## src/rtl/ram_burst_ctrl.sv

```systemverilog
// rtl/ram_burst_ctrl.sv - burst command front end driving a single-port RAM
// Optional macro RAM_BURST_CHK_EN: reject bursts that would run past the last address.
module ram_burst_ctrl #(
  parameter int P_DATA_WIDTH = 4,
  parameter int P_ADDR_DEPTH = 128,
  localparam int AW = $clog2(P_ADDR_DEPTH)
) (
  input  logic                    i_clk,
  input  logic                    i_rst,
  input  logic                    i_cmd_valid,
  output logic                    o_cmd_ready,
  input  logic                    i_cmd_wr,
  input  logic [AW-1:0]           i_cmd_addr,
  input  logic [AW-1:0]           i_cmd_len,
  input  logic [P_DATA_WIDTH-1:0] i_wr_data,
  input  logic                    i_wr_valid,
  output logic                    o_wr_ready,
  output logic [P_DATA_WIDTH-1:0] o_rd_data,
  output logic                    o_rd_valid,
  input  logic                    i_rd_ready,
  output logic                    o_ram_ena,
  output logic                    o_ram_wea,
  output logic [AW-1:0]           o_ram_addr,
  output logic [P_DATA_WIDTH-1:0] o_ram_wdata,
  input  logic [P_DATA_WIDTH-1:0] i_ram_rdata,
  output logic                    o_busy,
  output logic                    o_done,
  output logic                    o_err
);

  typedef enum logic [1:0] {S_IDLE, S_WRITE, S_READ, S_DONE} state_t;

  localparam logic [AW-1:0] LAST_ADDR = AW'(P_ADDR_DEPTH - 1);
  localparam logic [AW:0]   ONE_BEAT  = (AW+1)'(1);

  state_t        state;
  logic [AW-1:0] addr;
  logic [AW:0]   beats;
  logic [AW-1:0] addr_next;
  logic          cmd_fire;
  logic          wr_fire;
  logic          rd_issue;
  logic          rd_take;
  logic          chk_fail;

  assign cmd_fire  = i_cmd_valid & o_cmd_ready;
  assign wr_fire   = o_wr_ready & i_wr_valid;
  // A read is only issued when the output register is free or being drained this cycle.
  assign rd_issue  = (state == S_READ) && (beats != '0) && (!o_rd_valid || i_rd_ready);
  assign rd_take   = o_rd_valid & i_rd_ready;
  assign addr_next = (addr == LAST_ADDR) ? '0 : addr + AW'(1);

  assign o_ram_ena   = wr_fire | rd_issue;
  assign o_ram_wea   = wr_fire;
  assign o_ram_addr  = addr;
  assign o_ram_wdata = wr_fire ? i_wr_data : '0;

`ifdef RAM_BURST_CHK_EN
  logic [AW:0] end_addr;

  assign end_addr = {1'b0, i_cmd_addr} + {1'b0, i_cmd_len};
  assign chk_fail = end_addr > {1'b0, LAST_ADDR};

  always_ff @(posedge i_clk or posedge i_rst) begin
    if (i_rst) begin
      o_err <= 1'b0;
    end else begin
      o_err <= cmd_fire & chk_fail;
    end
  end
`else
  assign chk_fail = 1'b0;
  assign o_err    = 1'b0;
`endif

  always_ff @(posedge i_clk or posedge i_rst) begin
    if (i_rst) begin
      state       <= S_IDLE;
      addr        <= '0;
      beats       <= '0;
      o_rd_valid  <= 1'b0;
      o_rd_data   <= '0;
      o_done      <= 1'b0;
      o_wr_ready  <= 1'b0;
      o_busy      <= 1'b0;
      o_cmd_ready <= 1'b1;
    end else begin
      o_done <= 1'b0;
      case (state)
        S_IDLE: begin
          if (cmd_fire && !chk_fail) begin
            addr        <= i_cmd_addr;
            beats       <= {1'b0, i_cmd_len} + ONE_BEAT;
            o_cmd_ready <= 1'b0;
            o_busy      <= 1'b1;
            o_wr_ready  <= i_cmd_wr;
            state       <= i_cmd_wr ? S_WRITE : S_READ;
          end
        end
        S_WRITE: begin
          if (wr_fire) begin
            addr  <= addr_next;
            beats <= beats - ONE_BEAT;
            if (beats == ONE_BEAT) begin
              o_wr_ready <= 1'b0;
              o_done     <= 1'b1;
              state      <= S_DONE;
            end
          end
        end
        S_READ: begin
          if (rd_issue) begin
            o_rd_data  <= i_ram_rdata;
            o_rd_valid <= 1'b1;
            addr       <= addr_next;
            beats      <= beats - ONE_BEAT;
          end else if (rd_take) begin
            o_rd_valid <= 1'b0;
            // Completion waits for the final beat to leave the output register.
            if (beats == '0) begin
              o_done <= 1'b1;
              state  <= S_DONE;
            end
          end
        end
        S_DONE: begin
          o_busy      <= 1'b0;
          o_cmd_ready <= 1'b1;
          state       <= S_IDLE;
        end
        default: state <= S_IDLE;
      endcase
    end
  end

endmodule

```

## config.mk

```make
export PLATFORM = sky130hd
export DESIGN_NAME = ram_burst_ctrl
export DESIGN_NICKNAME = d
export VERILOG_FILES = /design/src/rtl/ram_burst_ctrl.sv
export SDC_FILE = /design/constraint.sdc
export NUM_CORES = 1
export LEC_CHECK = 0
export ABC_AREA = 1
export BUFFER_PORTS_ARGS = -buffer_cell sky130_fd_sc_hd__buf_2
export CAP_MARGIN = 20
export CORE_ASPECT_RATIO = 0.7
export CORE_UTILIZATION = 39
export CTS_BUF_LIST = sky130_fd_sc_hd__clkbuf_2
export DETAILED_ROUTE_END_ITERATION = 10
export GPL_ROUTABILITY_DRIVEN = 1
export REMOVE_ABC_BUFFERS = 1
export SYNTH_ARGS = -nofsm -noshare
export SYNTH_HDL_FRONTEND = slang
export SYNTH_SLANG_ARGS = --single-unit
```

## constraint.sdc

```tcl
create_clock -name i_clk -period 4.51 [get_ports i_clk]
set_clock_uncertainty 0.05 [all_clocks]
set_input_delay 0.902 -clock i_clk [delete_from_list [all_inputs] [get_ports i_clk]]
set_output_delay 0.902 -clock i_clk [all_outputs]
set_load 0.005 [all_outputs]
```

## After elaboration in Yosys (flattened, before gate mapping)

Index checks and enable logic that the tools add are counted.

| storage, ports and cells | value |
|---|---|
| register bits after elaboration | 26 |
| input bits | 28 |
| output and inout port bits | 23 |
| logic and storage cells | 79 |

| operators by class | value |
|---|---|
| add/subtract/negate cells | 3 |
| eq/ne operators | 12 |
| muxes and demuxes | 34 |
| bitwise operators | 4 |
| reduce and logical (&&, ||, !) cells | 17 |

Operators by type and width:

| kind | count |
|---|---|
| two-way mux 7 bit | 4 |
| two-way mux 8 bit | 3 |
| case mux 8 bit (3 select lines) | 1 |
| case mux 7 bit (3 select lines) | 1 |
| two-way mux 2 bit | 7 |
| two-way mux 1 bit | 12 |
| != test 2 bit (second input constant) | 6 |
| adder 7 x 1 -> 8 bit (second input constant) | 1 |
| equality test 8 x 1 -> 1 bit (second input constant) | 1 |
| zero test 8 bit | 1 |
| case mux 1 bit (2 select lines) | 4 |
| case mux 2 bit (4 select lines) | 1 |
| AND reduction 4 bit | 2 |
| nonzero test 8 bit | 1 |
| subtractor 8 x 1 -> 8 bit (second input constant) | 1 |
| adder 7 x 1 -> 7 bit (second input constant) | 1 |
| equality test 7 bit (second input constant) | 1 |
| AND reduction 2 bit | 3 |
| AND reduction 6 bit | 1 |
| nonzero test 2 bit | 3 |
| equality test 2 bit (second input constant) | 2 |
| two-way mux 4 bit | 1 |
| AND 1 bit | 3 |
| nonzero test 3 bit | 1 |
| 7 further kinds | 8 |

## Longest topological paths before layout

| logic depth | value |
|---|---|
| depth after elaboration | 5 |
| depth in mapped cells | 10 |
| depth with buffers taken out | 9 |

## Worst setup path before layout

Ideal clock, no wire load.

| path | value |
|---|---|
| kind | input-to-output |
| start point | input i_rd_ready |
| end point | output o_ram_ena |
| arrival time | 1,287 ps |
| data required time | 3,558 ps |
| setup slack | 2,271 ps |
| stages | 4 |
| buffers on the path | 0 |
| cell sequence | inv_1 nand2_1 nand3_2 nand2_1 |

| between the ends | value |
|---|---|
| longest elaborated chain between the ends | 3 |

Ends and longest elaborated chain:

| what | line | RTL |
|---|---|---|
| from (decl) | 20 | `input logic i_rd_ready,` |
| logical OR 1 bit | 49 | `assign rd_issue = (state == S_READ) && (beats != '0) && (!o_rd_valid \|\| i_rd_ready);` |
| logical AND 1 bit | 49 |  |
| bitwise OR 1 bit | 53 | `assign o_ram_ena = wr_fire \| rd_issue;` |
| to (decl) | 21 | `output logic o_ram_ena,` |

Every way passes these cells.

## Final worst setup path

| path | value |
|---|---|
| start point | register beats[0] |
| end point | output o_ram_ena |

| between the ends | value |
|---|---|
| longest elaborated chain between the ends | 4 |

Ends and longest elaborated chain:

| what | line | RTL |
|---|---|---|
| from (decl) | 38 | `logic [AW:0] beats;` |
| from (signal assigned) | 93 | `beats <= {1'b0, i_cmd_len} + ONE_BEAT;` |
| from (signal assigned) | 103 | `beats <= beats - ONE_BEAT;` |
| from (signal assigned) | 116 | `beats <= beats - ONE_BEAT;` |
| nonzero test 8 bit | 49 |  |
| logical AND 1 bit (2 in series) | 49 |  |
| bitwise OR 1 bit | 53 |  |

Every way passes these cells.

==> results.md <==
- Status: complete, but fails checks
- Failing checks: DRC
- Final ANT Viol Nets: 0
- HP Class: primary input to async pin
- YS warnings: 0
- Clock tree from TritonCTS: built
- Critical Path Start Type: flip-flop
- Leak: 0.00129 uW
- Synth area leader: dfrtp_1
- Gr ovfl total: 0
- Peak VDD IR: 298 uV
- Core Rows: 20
- Design Area, Final: 2180 sq um
- Remaining DRCs: 4
- Placer Congestion: 0.803
- Pwr/cell area: 702 nW/um^2
- Tcrit/Tclk final: 61.2%
- CTS clk-pin slew, worst paths: 0.26 ns
- Least-Margin Pin Slew: 0.517 ns
- Placed inst area: 2110 sq um
- Most numerous cell in the Yosys netlist: nand2_1
- Initial Util: 41.6%
- DR iter-0 viols: 84
- Final setup viols: 0
- Post-synthesis sequential element count: 26
- Critical Path Source: beats[0]$_DFFE_PP0P_
- Post-route setup TNS: 0 ns
- Hpwl dp: 3.16 mm
- RSZ-0062 raised after global routing: no
- Worst-path fanout max: 10
- Crit. End Element: primary output
- Cell Area, Synth: 1840 sq um
- Vias per cell: 4.65
- Final min period: 2.76 ns
- Critical Path, Cell by Cell: inv_1 > ha_1 > nand2_2 > inv_2 > nand2_2 > nand3_2 > nand2_1 > buf_2
- Post-cts resize count: 0
- Total die area: 5010 sq um
- R2R Path Start: state[0]$_DFFE_PP0P_
- Share of cells above drive strength 1: 22.1%
- Critical Path RT: 3.56 ns
- Antenna fix cells: 0
- Crit path buf inv count: 3
- Register area share after synthesis: 35.4%
- Synth top area cells: dfrtp_1 (34%), nand2_1 (21%), inv_1 (7.5%), ha_1 (5.4%), o21ai_0 (5.4%)
- Main combinational cell family by area after synthesis: simple AND/OR/NAND/NOR gates
- CTS max path bufs: 2
- Slew margin rel.: 65.5%
- Slowest cell on crit path: dfrtp_1
- EDFF count, synth: 0
- Number of H-tree levels: 1
- Chip width: 84.1 um
- Max Slew Vio Count: 0
- Critical path's most frequent cell: nand2_2
- Register area: 652 sq um
- Post-synthesis simple-gate area fraction: 36.5%
- Area of the multi-input gates: 1000 sq um
- Vias in the first global route: 1434
- Post-synthesis adder-cell area fraction: 5.43%
- Root Driver: clkbuf_2
- Data arrival, critical path: 1.81 ns
- Maximum clock rate: 362 MHz
- Synth Flop Type: dfrtp_1
- Top post-synthesis cells by count: nand2_1 (103), inv_1 (37), dfrtp_1 (25)
- R2R cell count: 6
- Num Clock Sinks: 26
- Setup Crit Path Kind: flip-flop to primary output
- Ports: 51
- Final hold vios: 0
- CP Depth: 8
- Cts bufs inserted: 3
- Port Buf Inserts: 49
- Routed len/inst: 11.0 um
- Worst hold slack: 0.322 ns
- First-pass GRT wire length: 6.71 mm
- Die Span Y: 59.5 um
- # hold bufs at CTS: 0
- Unique cell type count in the Yosys netlist: 30
- Post-synth top area share: 34.0%
- Nets: 358
- Worst Setup EP: o_ram_ena
- Final Core Density: 49.3%
- Max-Cap Viols: 0
- Initial antenna violation count: 0
- Post-Synthesis Cells: 273
- Mean Syn Cell Area: 6.75 sq um
- GRT Resource Usage Total: 17.3%
- Crit path max-delay family: flip-flops
- Reg-to-Reg End: state[0]$_DFFE_PP0P_
- Crit path largest cell delay: 0.46 ns
- Largest net degree at the start of global routing: 27
- Routed wire length: 4.12 mm
- Via count: 1748
- Compound-Gate Fraction of Synth Area: 8.63%
- Worst reg2reg setup slack: 2.48 ns
- Worst skew pair latency: 0.36 ns
- Core box area: 4430 sq um
- Post-CTS setup buffer count: 0
- Xor-xnor portion of the synthesized cell area: 2.38%
- P&R area growth vs syn: 18.6%
- DR pass1 iterations: 7
- Mux contribution to synthesized area: 1.15%
- FILL cells: 467
- Async SR Flop Fraction: 100%
-- through the flow --
stage | std cells | total power [uW] | worst slack, ns
after global placement | 371 | 1390 | 2.02
final | 376 | 1530 | 1.75
after detailed placement | 371 | 1400 | 2.00
after floorplan | 267 | 1120 | 2.27
after CTS | 375 | 1550 | 1.70
after global routing | 376 | 1710 | 1.54
-- flip-flops by register name, indices dropped and copies added, names as in the netlist --
| register | cells |
|---|---|
| o_rd_data | 4 |
| o_cmd_ready | 1 |
| o_rd_valid | 1 |
| o_ram_addr | 7 |
| state | 2 |
| o_busy | 1 |
| o_done | 1 |
| o_wr_ready | 1 |
| beats | 8 |
-- metal layers --
layer / part of all wire, % / GRT usage [%] / vias to the layer above
li1: - / - / 941
met1: 52 / 24.4 / 755
met2: 41 / 27.8 / 50
met3: 5.9 / 4.18 / 2
met4: 0.41 / 2.22 / 0
met5: 0 / 0 / -
-- area by class of cell --
type,count,share of cell area [%]
repair buffers,50,12.5
clock inverters,1,1.37
well taps,55,3.15
flip-flops and latches,26,29.8
clock buffers,3,0.687
inverters,39,6.70
multi-input cells,202,45.8
-- logic make-up after synthesis --
family | Yosys count
AND/OR/NAND/NOR | 157
buffers and inverters | 45
AO/OA/AOI/OAI | 29
flip-flops | 26
adder cells (fa/ha/maj) | 8
XOR/XNOR | 5
multiplexers | 2
other | 1
-- where the power goes --
group / leakage [uW] / switching, uW / internal [uW]
Combinational: 0.000937 / 582 / 339
Clock: 0.0000266 / 74.6 / 76.2
Sequential: 0.000322 / 115 / 347
Total: 0.00129 / 772 / 762
-- placed cells by master (no fill, tap or decap), drive strengths merged, types with 4 or more instances in the layout --
cell,n
inv,39
o21ai,22
ha,8
nor2,24
dfrtp,25
nand3,20
buf,50
nand4,5
nand2,108
a21oi,4
-- worst min-delay path by stage --
stage	startpoint	endpoint	slack (ns)	depth (start not counted)
2_1_floorplan	beats[1]$_DFFE_PP0P_	beats[1]$_DFFE_PP0P_	0.42	2
5_1_grt	i_rst	o_ram_addr[6]$_DFFE_PP0P_	0.27	2
3_3_place_gp	o_busy$_DFFE_PP0P_	o_busy$_DFFE_PP0P_	0.42	2
4_1_cts	o_rd_data[3]$_DFFE_PP0P_	o_rd_data[3]$_DFFE_PP0P_	0.48	2
6_report	i_rst	o_ram_addr[6]$_DFFE_PP0P_	0.32	2
3_5_place_dp	o_busy$_DFFE_PP0P_	o_busy$_DFFE_PP0P_	0.43	2
No activity file was read; power rests on OpenSTA's default activity.
